### src/rtl/buzzer_scheduler.sv
// buzzer_scheduler
//   Arbitrates the single piezo buzzer between four sources: temperature
//   alarm, clock alarm, hourly chime and key click (highest to lowest).
//   A free-running 1 ms prescaler times the sound durations and the alarm
//   on/off patterns. A free-running tone divider produces the square wave.
//
// Ports
//   clk, rst            system clock, asynchronous active-high reset
//   Value_en            one-cycle key-press strobe (key click)
//   ack                 one-cycle stop-key strobe (silences ALARM / TEMP)
//   Hour/Minute/Second  running time, BCD
//   alarmHour/Minute    clock alarm time, BCD; haveAlarm arms it
//   alarmTemp/curTemp   temperature threshold / measurement, BCD;
//                       haveAlarmTemp arms the temperature alarm
//   shouldTick          enables click and chime sounds
//   buzzer              square-wave buzzer drive (registered)
//   active_src          0 idle, 1 click, 2 chime, 3 clock alarm, 4 temp alarm
//   ringing             high while active_src is 3 or 4
module buzzer_scheduler #(
  parameter int unsigned CLK_FREQ = 27000000,
  parameter int unsigned TONE_HZ  = 2000,
  parameter int unsigned CLICK_MS = 30,
  parameter int unsigned CHIME_MS = 500,
  parameter int unsigned ALARM_S  = 60
) (
  input  logic       clk,
  input  logic       rst,
  input  logic       Value_en,
  input  logic       ack,
  input  logic [7:0] Hour,
  input  logic [7:0] Minute,
  input  logic [7:0] Second,
  input  logic [7:0] alarmHour,
  input  logic [7:0] alarmMinute,
  input  logic       haveAlarm,
  input  logic       haveAlarmTemp,
  input  logic [7:0] alarmTemp,
  input  logic [7:0] curTemp,
  input  logic       shouldTick,
  output logic       buzzer,
  output logic [2:0] active_src,
  output logic       ringing
);

  localparam int unsigned MS_DIV   = CLK_FREQ / 1000;
  localparam int unsigned TONE_DIV = CLK_FREQ / (2 * TONE_HZ);
  localparam int unsigned MS_W     = (MS_DIV > 1) ? $clog2(MS_DIV) : 1;
  localparam int unsigned TONE_W   = (TONE_DIV > 1) ? $clog2(TONE_DIV) : 1;

  localparam logic [MS_W-1:0]   MS_LAST    = MS_W'(MS_DIV - 1);
  localparam logic [TONE_W-1:0] TONE_LAST  = TONE_W'(TONE_DIV - 1);
  localparam logic [16:0]       CLICK_LAST = 17'(CLICK_MS - 1);
  localparam logic [16:0]       CHIME_LAST = 17'(CHIME_MS - 1);
  localparam logic [16:0]       ALARM_LAST = 17'(ALARM_S * 1000 - 1);
  localparam logic [8:0]        ALARM_HALF = 9'd499;
  localparam logic [8:0]        TEMP_HALF  = 9'd249;

  typedef enum logic [2:0] {
    S_IDLE  = 3'd0,
    S_CLICK = 3'd1,
    S_CHIME = 3'd2,
    S_ALARM = 3'd3,
    S_TEMP  = 3'd4
  } state_t;

  state_t              state, nxt;
  logic [MS_W-1:0]     ms_cnt;
  logic [TONE_W-1:0]   tone_cnt;
  logic                tone;
  logic [7:0]          prev_sec;
  logic [16:0]         dur_cnt;
  logic [8:0]          phase_cnt;
  logic                phase_off;
  logic                temp_mute;

  logic ms_tick, sec_edge, top_of_min;
  logic click_req, chime_req, alarm_req, temp_cond, temp_req;
  logic restart, mute_set, gate;
  logic [8:0] half_last;

  assign ms_tick    = (ms_cnt == MS_LAST);
  assign sec_edge   = (Second != prev_sec);
  assign top_of_min = sec_edge & (Second == 8'h00);
  assign click_req  = Value_en & shouldTick;
  assign chime_req  = top_of_min & (Minute == 8'h00) & shouldTick;
  assign alarm_req  = top_of_min & haveAlarm & (Hour == alarmHour) &
                      (Minute == alarmMinute);
  assign temp_cond  = haveAlarmTemp & (curTemp >= alarmTemp);
  assign temp_req   = temp_cond & ~temp_mute;
  assign half_last  = (state == S_TEMP) ? TEMP_HALF : ALARM_HALF;

  // ack is resolved before any request, so a request arriving together
  // with ack is only seen again from IDLE on the following cycle.
  always_comb begin
    nxt      = state;
    restart  = 1'b0;
    mute_set = 1'b0;
    if (ack && state == S_ALARM) begin
      nxt = S_IDLE;
    end else if (ack && state == S_TEMP) begin
      nxt      = S_IDLE;
      mute_set = 1'b1;
    end else if (temp_req && state != S_TEMP) begin
      nxt     = S_TEMP;
      restart = 1'b1;
    end else if (alarm_req && state != S_TEMP) begin
      nxt     = S_ALARM;   // also restarts an alarm already ringing
      restart = 1'b1;
    end else if (chime_req && (state == S_IDLE || state == S_CLICK)) begin
      nxt     = S_CHIME;
      restart = 1'b1;
    end else if (click_req && state == S_IDLE) begin
      nxt     = S_CLICK;
      restart = 1'b1;
    end else begin
      case (state)
        S_CLICK: if (ms_tick && dur_cnt == CLICK_LAST) nxt = S_IDLE;
        S_CHIME: if (ms_tick && dur_cnt == CHIME_LAST) nxt = S_IDLE;
        S_ALARM: if (ms_tick && dur_cnt == ALARM_LAST) nxt = S_IDLE;
        S_TEMP:  if (!temp_cond) nxt = S_IDLE;
        default: nxt = S_IDLE;
      endcase
    end
  end

  always_comb begin
    gate = 1'b0;
    case (state)
      S_CLICK, S_CHIME: gate = 1'b1;
      S_ALARM, S_TEMP:  gate = ~phase_off;
      default:          gate = 1'b0;
    endcase
  end

  always_ff @(posedge clk or posedge rst) begin
    if (rst) begin
      state      <= S_IDLE;
      active_src <= '0;
      ringing    <= 1'b0;
      buzzer     <= 1'b0;
      ms_cnt     <= '0;
      tone_cnt   <= '0;
      tone       <= 1'b0;
      prev_sec   <= '0;
      dur_cnt    <= '0;
      phase_cnt  <= '0;
      phase_off  <= 1'b0;
      temp_mute  <= 1'b0;
    end else begin
      ms_cnt   <= ms_tick ? '0 : ms_cnt + 1'b1;
      prev_sec <= Second;
      if (tone_cnt == TONE_LAST) begin
        tone_cnt <= '0;
        tone     <= ~tone;
      end else begin
        tone_cnt <= tone_cnt + 1'b1;
      end

      state      <= nxt;
      active_src <= nxt;
      ringing    <= (nxt == S_ALARM) || (nxt == S_TEMP);
      buzzer     <= tone & gate;

      if (restart || nxt == S_IDLE) begin
        dur_cnt   <= '0;
        phase_cnt <= '0;
        phase_off <= 1'b0;
      end else if (ms_tick) begin
        if (dur_cnt != '1) dur_cnt <= dur_cnt + 1'b1;
        if (phase_cnt == half_last) begin
          phase_cnt <= '0;
          phase_off <= ~phase_off;
        end else begin
          phase_cnt <= phase_cnt + 1'b1;
        end
      end

      if (!temp_cond)    temp_mute <= 1'b0;
      else if (mute_set) temp_mute <= 1'b1;
    end
  end

endmodule

### config.mk
export PLATFORM = sky130hd
export DESIGN_NAME = buzzer_scheduler
export DESIGN_NICKNAME = d
export VERILOG_FILES = /design/src/rtl/buzzer_scheduler.sv
export SDC_FILE = /design/constraint.sdc
export NUM_CORES = 1
export LEC_CHECK = 0
export CAP_MARGIN = 5
export CORE_MARGIN = 10
export CORE_UTILIZATION = 48
export DETAILED_ROUTE_END_ITERATION = 16
export GPL_TIMING_DRIVEN = 0
export PLACE_DENSITY = 0.75
export SYNTH_ARGS = -nofsm -noshare
export SYNTH_HDL_FRONTEND = slang
export SYNTH_SLANG_ARGS = --single-unit
### constraint.sdc
create_clock -name clk -period 2.3 [get_ports clk]
set_input_delay 0.345 -clock clk [delete_from_list [all_inputs] [get_ports clk]]
set_output_delay 0.345 -clock clk [all_outputs]
set_load 0.01 [all_outputs]
==> results of run 1 <==
state kept, by name, summed over array words and instances (netlist names), 3 cells and up:
name / flops
dur_cnt: 17
phase_cnt: 9
state: 3
tone_cnt: 13
ms_cnt: 15
prev_sec: 8
layer usage:
layer,up-vias,routed length (um)
li1,1590,-
met5,-,0
met1,1563,4230
met3,18,575
met4,0,191
met2,92,4890
cells by family (layout without fill, tap and decap cells):
kind of cell	count (synthesis)	in the layout	share of synthesized area, %
adder cells (fa/ha/maj)	15	15	4.84
XOR/XNOR	72	72	16.3
multiplexers	2	2	0.516
AND/OR/NAND/NOR	191	191	25.0
buffers and inverters	24	142	2.90
flip-flops	70	70	45.2
AO/OA/AOI/OAI	28	28	5.33
power by group:
part | total (mW) | leakage [nW] | internal (mW) | switching (mW)
logic | 0.520 | 1.36 | 0.269 | 0.252
registers | 1.25 | 0.920 | 1.25 | 0.00822
clock network | 1.12 | 0.111 | 0.620 | 0.501
total | 2.90 | 2.39 | 2.14 | 0.761
cell type report:
| type | instances | area, um2 |
|---|---|---|
| Clock inverter | 6 | 95.1 |
| Multi-Input combinational cell | 308 | 2250 |
| Sequential cell | 70 | 1760 |
| Inverter | 15 | 58.8 |
| Clock buffer | 10 | 128 |
| Buffer | 8 | 63.8 |
| Fill cell | 599 | 2370 |
| Tap cell | 102 | 128 |
| Timing Repair Buffer | 103 | 953 |
per-stage QoR:
stage / setup TNS, ns / setup slack, ns / instances / utilization [%] / instance area, um2
CTS: 0 / 0.00112 / 600 / 66.0 / 5150
detailed placement: -16.61 / -0.643 / 571 / 59.9 / 4680
finish: 0 / 0.0159 / 622 / 69.6 / 5430
floorplan: 0 / 0.0230 / 402 / - / 3880
global placement: -85.45 / -0.980 / 571 / 59.9 / 4680
global route: -2.21 / -0.104 / 622 / 69.6 / 5430
synthesized netlist by cell type (2+ instances only):
| cell type | number |
|---|---|
| xor2_1 | 40 |
| mux2i_1 | 2 |
| dfrtp_1 | 70 |
| and2_1 | 5 |
| nor4b_1 | 3 |
| ha_1 | 15 |
| nor4bb_1 | 2 |
| clkbuf_1 | 3 |
| nand2_1 | 30 |
| a21oi_1 | 6 |
| inv_1 | 15 |
| and4_1 | 2 |
| o21ai_0 | 4 |
| o21a_1 | 2 |
| nor3_1 | 7 |
| a21o_1 | 2 |
| and3_1 | 18 |
| nand4_1 | 10 |
| nor2b_1 | 5 |
| nand3_1 | 26 |
| nor2_1 | 64 |
| buf_2 | 3 |
| a21boi_0 | 2 |
| nand2b_1 | 3 |
| buf_6 | 2 |
| a211oi_1 | 2 |
| a31oi_1 | 2 |
| or3_1 | 2 |
| nor4_1 | 8 |
| xnor2_1 | 32 |
placed cells by master (no fill, tap or decap), drive strengths merged, types with 2 or more instances in the layout:
master / count
mux2i: 2
nor4bb: 2
o21ai: 5
buf: 40
a211oi: 2
nor3b: 2
o21a: 2
a21oi: 6
nor2b: 5
nor4: 9
a21boi: 2
dfrtp: 70
inv: 16
and3: 18
o211ai: 2
nand3: 26
clkdlybuf4s50: 65
or3: 2
nand2: 30
a21o: 2
clkbuf: 14
bufinv: 2
and2: 5
a31oi: 2
xor2: 40
nand4: 10
and4: 2
nor3: 8
nor4b: 3
nor2: 64
nand2b: 3
clkinv: 3
xnor2: 32
ha: 15
final timing paths:
path / endpoint / depth (start not counted)
setup / recovery: dur_cnt[2] / 9
min in group asynchronous: ms_cnt[9] / 2
max in group asynchronous: ms_cnt[7] / 2
hold / removal: tone / 1
hold reg to reg: tone / 1
setup reg to reg: dur_cnt[2] / 9
repair_timing:
action | 4_1_cts | 5_1_grt
buffers inserted | 12 | 22
setup endpoints to repair | 29 | 27
gates resized for setup | 40 | 23
pin swaps | 17 | 19
cloned | 2 | 0
==> impl_metrics.env, run 1 <==
export IMPL_ff2ff_setup_slack_ns=0.02
export IMPL_synth_async_reset_ratio_pct=100
export IMPL_cts_tree="done"
export IMPL_crit_start="ms_cnt[9]"
export IMPL_die_height_um=110
export IMPL_synth_top_cell_area_share_pct=45.2
export IMPL_power_mw=2.90
export IMPL_ys_seq_area_share_pct=45.2
export IMPL_critPathKind="register to register"
export IMPL_vias_per_cell=5.25
export IMPL_fin_nets=593
export IMPL_whs_ns=0.475
export IMPL_root_buffer="clkbuf_8"
export IMPL_drtIter0Drc=97
export IMPL_min_path_type="register to register"
export IMPL_slowest_delay_ns=0.43
export IMPL_groute_layer_met2_usage_pct=27.0
export IMPL_ys_seq_elements=70
export IMPL_cts_clk_slew_worst_paths_ns=0.09
export IMPL_place_hpwl_mm=6.71
export IMPL_grtUsageTotal_pct=15.9
export IMPL_fin_crit_ns=2.28
export IMPL_p_leak_nw=2.39
export IMPL_drv_slew=0
export IMPL_r2r_start="ms_cnt[9]"
export IMPL_top_usage_layer="met2"
export IMPL_cts_made_buffers=9
export IMPL_dr_pass1_iters=4
export IMPL_setup_viol=0
export IMPL_htree_levels=3
export IMPL_worst_slew_pin_slew_ns=0.834
export IMPL_die_w_um=110
export IMPL_cp_buffers_inverters=2
export IMPL_start_util_pct=49.6
export IMPL_cpMostUsedCell="buf_6"
export IMPL_cp_arrival_ns=2.52
export IMPL_synth_area_um2=3880
export IMPL_overflow=0
export IMPL_grt_pass1_wl_mm=15.2
export IMPL_critical_path_cell_chain="nor4bb_2, and4_4, buf_6, nand4_1, nand3_1, a21bo_4, o211ai_4, buf_6, nor2_2"
export IMPL_drive_gt1_share_pct=19.6
export IMPL_relSlewSlack_pct=44.4
export IMPL_critPathSlowestCell="dfrtp_1"
export IMPL_yosys_warnings=0
export IMPL_wl_per_cell_um=15.9
export IMPL_coreArea_um2=7810
export IMPL_io_buffers=67
export IMPL_routed_wl_mm=9.88
export IMPL_use_met3_pct=4.92
export IMPL_cp_end_kind="register"
export IMPL_rsz0062_at_grt="true"
export IMPL_status="finished clean"
export IMPL_power_density_nw_per_um2=533
export IMPL_worstSetupStartpointType="register"
export IMPL_yosysTopAreaCell="dfrtp_1"
export IMPL_clk_latency_ns=0.36
export IMPL_dr_total_vias=3263
export IMPL_crit_fanout=6
export IMPL_grt_start_max_net_pins=71
export IMPL_fmax_ghz=0.438
export IMPL_dieArea_um2=12100
export IMPL_crit_family="simple AND/OR/NAND/NOR gates"
export IMPL_fin_skew_ns=0.0127
export IMPL_synth_fp_nets=480
export IMPL_placementRows=32
export IMPL_yosys_top_cells_area="dfrtp_1 45%, xor2_1 9.0%, xnor2_1 7.2%"
export IMPL_ios=68
export IMPL_grt_use_met1_pct=18.3
export IMPL_antennaDiodeCount=0
export IMPL_worstPathRequired_ns=2.54
export IMPL_gp_congestion=0.864
export IMPL_maxCapViolations=0
export IMPL_synthFlopType="dfrtp_1"
export IMPL_period_share_pct=99.3
export IMPL_area_delta_synth_final_pct=40.2
export IMPL_ctsLongestPathBuffers=2
export IMPL_antenna_found_initial=0
export IMPL_first_global_vias=3309
export IMPL_synth_area_per_cell_um2=9.64
export IMPL_vdd_ir_drop_max_mv=0.282
export IMPL_synthCells=402
export IMPL_clock_sinks=70
export IMPL_drc=0
export IMPL_hold_buffers=0
export IMPL_ant_nets=0
export IMPL_finalHoldViolCount=0
export IMPL_synth_edf_count=0
export IMPL_synthDistinctLibCells=45
export IMPL_hold_start="tone"
No activity file was read; power rests on OpenSTA's default activity.
==> run 2: changes to the inputs <==
Settings changed: ABC_AREA from default to 1, CORE_UTILIZATION 48 to 49, CTS_CLUSTER_DIAMETER from default to 100, PLACE_DENSITY 0.75 to 0.74.
==> run 2 against run 1 <==
  * Cell area is 3.9% higher
  * Highest routed layer unchanged
  * Worst setup slack better by 0.13 ns
  * Synthesized area is 15% higher
  * Via count is 20% higher
  * Cell count is 27% higher
  * Routed wire length is 6.3% higher
==> impl_metrics.env, run 2 <==
export IMPL_status="finished clean"
export IMPL_r2r_cells=17
export IMPL_synth_area_um2=4450
export IMPL_hold_start="ms_cnt[14]"
export IMPL_fin_skew_ns=0.0120
export IMPL_ff2ff_setup_slack_ns=0.15
export IMPL_synth_top_cell_area_share_pct=39.3
export IMPL_grt_use_met1_pct=19.1
export IMPL_period_share_pct=93.8
export IMPL_finalInstanceArea_um2=5640
export IMPL_synth_async_reset_ratio_pct=100
export IMPL_drtIter0Drc=229
export IMPL_die_height_um=115
export IMPL_slowest_delay_ns=0.45
export IMPL_yosys_warnings=0
export IMPL_crit_fanout=5
export IMPL_fin_nets=752
export IMPL_largest_reg_flops=17
export IMPL_ios=68
export IMPL_vias_per_cell=4.96
export IMPL_fmax_ghz=0.464
export IMPL_worstSetupStartpointType="primary input"
export IMPL_finalHoldViolCount=0
export IMPL_cp_end_kind="register"
export IMPL_ys_seq_area_share_pct=39.3
export IMPL_drive_gt1_share_pct=13.1
export IMPL_wl_per_cell_um=13.3
export IMPL_ctsLongestPathBuffers=2
export IMPL_hold_path_depth=1
export IMPL_final_cell_mix="112 x inv_1, 107 x nand2_1, 76 x nor2_1"
export IMPL_grt_pass1_wl_mm=17.3
export IMPL_antennaDiodeCount=0
export IMPL_synth_most_common_cell="inv_1"
export IMPL_hold_buffers=0
export IMPL_drc=0
export IMPL_yosys_top_cells_area="dfrtp_1 39%, inv_1 9.7%, nand2_1 9.4%"
export IMPL_cpMostUsedCell="nand3_2"
export IMPL_dr_total_vias=3900
export IMPL_start_util_pct=50.6
export IMPL_placed_area_um2=5260
export IMPL_root_buffer="clkbuf_8"
export IMPL_htree_levels=3
export IMPL_io_buffers=67
export IMPL_p_leak_nw=2.68
export IMPL_synth_edf_count=0
export IMPL_synth_area_per_cell_um2=7.59
export IMPL_cts_made_buffers=9
export IMPL_clock_sinks=70
export IMPL_overflow=0
export IMPL_gp_congestion=0.896
export IMPL_groute_layer_met2_usage_pct=26.4
export IMPL_yosysTopAreaCell="dfrtp_1"
export IMPL_ys_seq_elements=70
export IMPL_placementRows=34
export IMPL_drv_slew=0
export IMPL_coreArea_um2=8810
export IMPL_setup_viol=0
export IMPL_use_met3_pct=4.17
export IMPL_top_register="dur_cnt"
export IMPL_critical_path_cell_chain="clkdlybuf4s50_1, inv_1, ha_1, nand2_1, nor2_2, nand4_1, nand3_2, nand3_2, nand2_2, inv_2, nand2_2, nand3_2, nand2_4, clkbuf_16, nor2_4"
export IMPL_r2r_start="dur_cnt[1]"
export IMPL_grt_start_max_net_pins=71
export IMPL_timing_rr_end="dur_cnt[5]"
export IMPL_dieArea_um2=13300
export IMPL_maxCapViolations=0
export IMPL_synthCells=587
export IMPL_vdd_ir_drop_max_mv=0.459
export IMPL_fin_cells=787
export IMPL_placed_cells=762
export IMPL_final_common_cell="inv_1"
export IMPL_cts_tree="done"
export IMPL_ant_nets=0
export IMPL_top_usage_layer="met2"
export IMPL_min_path_type="register to register"
export IMPL_relSlewSlack_pct=44.3
export IMPL_place_hpwl_mm=7.72
export IMPL_first_global_vias=3872
export IMPL_synth_top_cells_by_count="115 x inv_1, 111 x nand2_1, 81 x nor2_1, 70 x dfrtp_1, 36 x nand3_1"
export IMPL_dr_pass1_iters=5
export IMPL_worstPathRequired_ns=2.53
export IMPL_critPathKind="primary input to register"
export IMPL_worst_slew_pin_slew_ns=0.836
export IMPL_clk_latency_ns=0.35
export IMPL_worstHoldEndpoint="ms_cnt[14]"
export IMPL_cts_clk_slew_worst_paths_ns=0.08
export IMPL_synth_fp_nets=665
export IMPL_fin_crit_ns=2.16
export IMPL_critPathSlowestCell="clkdlybuf4s50_1"
export IMPL_synthDistinctLibCells=38
export IMPL_cp_arrival_ns=2.39
export IMPL_grtUsageTotal_pct=15.7
export IMPL_antenna_found_initial=0
export IMPL_power_density_nw_per_um2=503
export IMPL_reg_top3="dur_cnt (17), ms_cnt (15), tone_cnt (13)"
export IMPL_synthFlopType="dfrtp_1"
export IMPL_power_mw=2.84
export IMPL_routed_wl_mm=10.5
export IMPL_die_w_um=115
export IMPL_area_delta_synth_final_pct=26.7
run 2: per-layer routing:
layer	part of all wire, %	up-vias	routed length, um
li1	-	2012	-
met1	46	1758	4800
met2	47	120	4940
met3	5.9	10	616
met4	1.4	0	144
met5	0	-	0
run 2: kinds of logic after synthesis:
logic type / after synthesis / share of synthesized area [%]
AOI/OAI and AO/OA: 44 / 5.81
xor gates and xnor gates: 26 / 5.11
adders and majority gates: 15 / 4.21
buffers and inverters: 122 / 11.0
DFF: 70 / 39.3
muxes: 1 / 0.225
and+or+nand+nor: 309 / 34.3
run 2: metrics by stage:
stage	hold WS (ns)	utilization [%]	TNS (ns)	setup slack, ns
floorplan	0.376	-	0	0.187
global placement	0.451	59.7	-73.41	-0.996
detailed placement	0.457	59.8	-6.71	-0.306
CTS	0.467	62.0	0	0.0480
global route	0.491	64.1	-0.0256	-0.0256
finish	0.464	64.1	0	0.143
run 2: what timing repair did:
| action | 4_1_cts | 5_1_grt |
|---|---|---|
| pin swaps | 0 | 5 |
| gates cloned | 0 | 2 |
| resized for setup | 1 | 22 |
| endpoints found under the setup margin | 1 | 26 |
| hold endpoints to repair | 0 | 0 |
| setup buffers | 0 | 7 |
run 2: how the worst max path moves through the flow:
| stage | depth (start not counted) | start | to |
|---|---|---|---|
| 3_5_place_dp | 15 | alarmTemp[7] | dur_cnt[8] |
| 6_report | 15 | alarmTemp[7] | dur_cnt[5] |
| 3_3_place_gp | 2 | rst | tone_cnt[6] |
| 5_1_grt | 15 | dur_cnt[8] | dur_cnt[14] |
| 2_1_floorplan | 1 | rst | buzzer |
| 4_1_cts | 15 | alarmTemp[7] | dur_cnt[1] |
run 2: critical path: cells and delay by family:
family                   cells  cell delay, ns
adder cells (fa/ha/maj)      1            0.29
buffers and inverters        4            0.75
AND/OR/NAND/NOR             10            1.00
run 2: layout make-up:
type	count	area (um2)
repair buffers	76	777
flip-flops and latches	70	1750
clock inverters	7	72.6
plain buffers	3	43.8
fillers	729	3160
well taps	108	135
multi-input cells	395	2290
clock buffers	9	124
inverters	119	449
run 2: report_power, final:
part / internal [mW] / switching, mW
Sequential: 1.25 / 0.0134
Clock: 0.502 / 0.490
Combinational: 0.282 / 0.304
==> run 3: changes to the inputs <==
Settings changed: CORE_MARGIN 10 to default.
==> run 3 against run 2 <==
  * Sequential power hardly changed
  * Register-to-register slack about the same
  * Global-route usage rose by 5.9 points
  * Largest cell class unchanged
  * Fmax decreased by 0.71%
  * First-iteration DRC count is 15% lower
  * Die area shrank 29%
  * Power grew 14%
  * Combinational power barely moved
  * Clock power grew 42%
  * Routed wire length down 5.7%
  * Count of clock-buffer cells in the layout stayed put
  * Worst setup slack worse by 0.015 ns
==> impl_metrics.env, run 3 (synthesis gave the netlist of run 2 again) <==
export IMPL_vdd_ir_drop_max_mv=0.356
export IMPL_fin_nets=753
export IMPL_period_share_pct=94.5
export IMPL_ff2ff_setup_slack_ns=0.15
export IMPL_grt_use_met1_pct=27.0
export IMPL_status="finished clean"
export IMPL_power_mw=3.25
export IMPL_crit_path_end="dur_cnt[0]"
export IMPL_antenna_found_initial=0
export IMPL_routed_wl_mm=9.90
export IMPL_die_w_um=97.3
export IMPL_cp_arrival_ns=2.40
export IMPL_p_leak_nw=2.71
export IMPL_dieArea_um2=9480
export IMPL_whs_ns=0.476
export IMPL_top_usage_layer="met2"
export IMPL_worst_slew_pin_slew_ns=0.850
export IMPL_fin_cells=787
export IMPL_htree_levels=3
export IMPL_min_path_type="register to register"
export IMPL_path_depth=15
export IMPL_die_height_um=97.3
export IMPL_timing_rr_end="dur_cnt[0]"
export IMPL_first_global_vias=3880
export IMPL_area_delta_synth_final_pct=28.3
export IMPL_layout_setup_ws_ns=0.127
export IMPL_drtIter0Drc=195
export IMPL_crit_start="alarmTemp[7]"
export IMPL_power_density_nw_per_um2=569
export IMPL_critPathSlowestCell="clkdlybuf4s50_1"
export IMPL_drive_gt1_share_pct=13.0
export IMPL_clk_latency_ns=0.34
export IMPL_wl_per_cell_um=12.6
export IMPL_relSlewSlack_pct=43.3
export IMPL_drc=0
export IMPL_hold_buffers=0
export IMPL_antennaDiodeCount=0
export IMPL_switching_share_pct=24.1
export IMPL_vias_per_cell=5.07
export IMPL_place_ws_ns=-0.278
export IMPL_clock_sinks=70
export IMPL_r2r_start="ms_cnt[0]"
export IMPL_dr_pass1_iters=4
export IMPL_reg_top3="dur_cnt (17), ms_cnt (15), tone_cnt (13)"
export IMPL_setup_viol=0
export IMPL_fin_skew_ns=0.00689
export IMPL_seqPwrFrac_pct=38.8
export IMPL_top_register="dur_cnt"
export IMPL_dr_total_vias=3994
export IMPL_coreArea_um2=8760
export IMPL_maxCapViolations=0
export IMPL_placementRows=34
export IMPL_crit_fanout=5
export IMPL_placed_cells=762
export IMPL_cts_made_buffers=9
export IMPL_ios=68
export IMPL_cts_tree="done"
export IMPL_crit_family="simple AND/OR/NAND/NOR gates"
export IMPL_grt_start_max_net_pins=71
export IMPL_io_buffers=67
export IMPL_power_frac_comb_pct=17.9
export IMPL_placed_area_um2=5260
export IMPL_slowest_delay_ns=0.45
export IMPL_power_switching_mw=0.782
export IMPL_finalInstanceArea_um2=5710
export IMPL_p_int_mw=2.47
export IMPL_use_met3_pct=3.74
export IMPL_gp_congestion=0.835
export IMPL_critical_path_cell_chain="clkdlybuf4s50_1, inv_1, ha_1, nand2_1, nor2_2, nand4_1, nand3_2, nand3_2, nand2_1, inv_1, nand2_2, nand3_2, nand2_4, clkbuf_16, nor2_4"
export IMPL_fmax_ghz=0.460
export IMPL_grt_pass1_wl_mm=16.7
export IMPL_grtUsageTotal_pct=21.5
export IMPL_cp_end_kind="register"
export IMPL_groute_layer_met2_usage_pct=37.6
export IMPL_start_util_pct=50.8
export IMPL_final_cell_mix="112 x inv_1, 109 x nand2_1, 75 x nor2_1"
export IMPL_critPathKind="primary input to register"
export IMPL_place_hpwl_mm=7.16
export IMPL_cts_clk_slew_worst_paths_ns=0.08
export IMPL_drv_slew=0
export IMPL_fin_crit_ns=2.17
export IMPL_finalHoldViolCount=0
export IMPL_root_buffer="clkbuf_8"
export IMPL_r2r_cells=15
export IMPL_overflow=0
export IMPL_cp_buffers_inverters=4
export IMPL_worstPathRequired_ns=2.53
export IMPL_ant_nets=0
export IMPL_clockPowerShare_pct=43.3
export IMPL_worstSetupStartpointType="primary input"
export IMPL_final_common_cell="inv_1"
export IMPL_ctsLongestPathBuffers=2
export IMPL_cpMostUsedCell="nand3_2"
export IMPL_largest_reg_flops=17
[run 3: cell count changes in the layout (fill, tap and decap cells not counted), sizes merged]
cell / delta
bufinv: +4
clkinvlp: -2
inv: -1
clkinv: -2
buf: +1
[run 3: worst reg2reg max path, delay by kind of cell, from the launching register on]
family	cells	cell delay [ns]
DFF	1	0.40
adders and majority gates	1	0.19
and+or+nand+nor	12	1.18
buffers and inverters	2	0.26
[run 3: area by class of cell]
type / count / area [um2]
buffer: 3 / 43.8
inverter: 119 / 449
multi-input combinational: 395 / 2260
sequential: 70 / 1750
clock inverter: 6 / 159
tap: 108 / 135
timing repair buffer: 77 / 785
fill: 728 / 3050
clock buffer: 9 / 124
[run 3: repair_timing]
action                                  CTS  global route
endpoints found under the hold margin     0             0
resized for setup                         0            22
endpoints found under the setup margin    0            27
setup buffers                             0             8
[run 3: how the worst min path moves through the flow]
| stage | start | end | slack [ns] | cells past startpoint |
|---|---|---|---|---|
| 2_1_floorplan | Second[0] | prev_sec[0] | 0.38 | 0 |
| 3_3_place_gp | tone_cnt[11] | tone_cnt[11] | 0.45 | 1 |
| 3_5_place_dp | tone_cnt[11] | tone_cnt[11] | 0.46 | 1 |
| 4_1_cts | ms_cnt[14] | ms_cnt[14] | 0.47 | 1 |
| 5_1_grt | tone_cnt[11] | tone_cnt[11] | 0.48 | 1 |
| 6_report | tone_cnt[11] | tone_cnt[11] | 0.48 | 1 |
[run 3: power groups by stage]
stage	Combinational (mW)	Sequential [mW]	Clock (mW)
2_1_floorplan	0.300	1.29	0
3_3_place_gp	0.488	1.28	0
3_5_place_dp	0.495	1.29	0
4_1_cts	0.500	1.26	1.43
5_1_grt	0.630	1.26	1.49
6_report	0.582	1.26	1.41
[run 3: per-layer routing]
metal,wire (um),vias up
met5,0,-
met2,4830,97
met4,153,0
met3,465,13
met1,4460,1866
li1,-,2018
[run 3: through the flow]
stage,utilization [%],TNS [ns]
after floorplan,-,0
after global placement,60.0,-72.86
after detailed placement,60.1,-6.01
after CTS,63.3,0
after global routing,65.2,-0.138
final,65.2,0
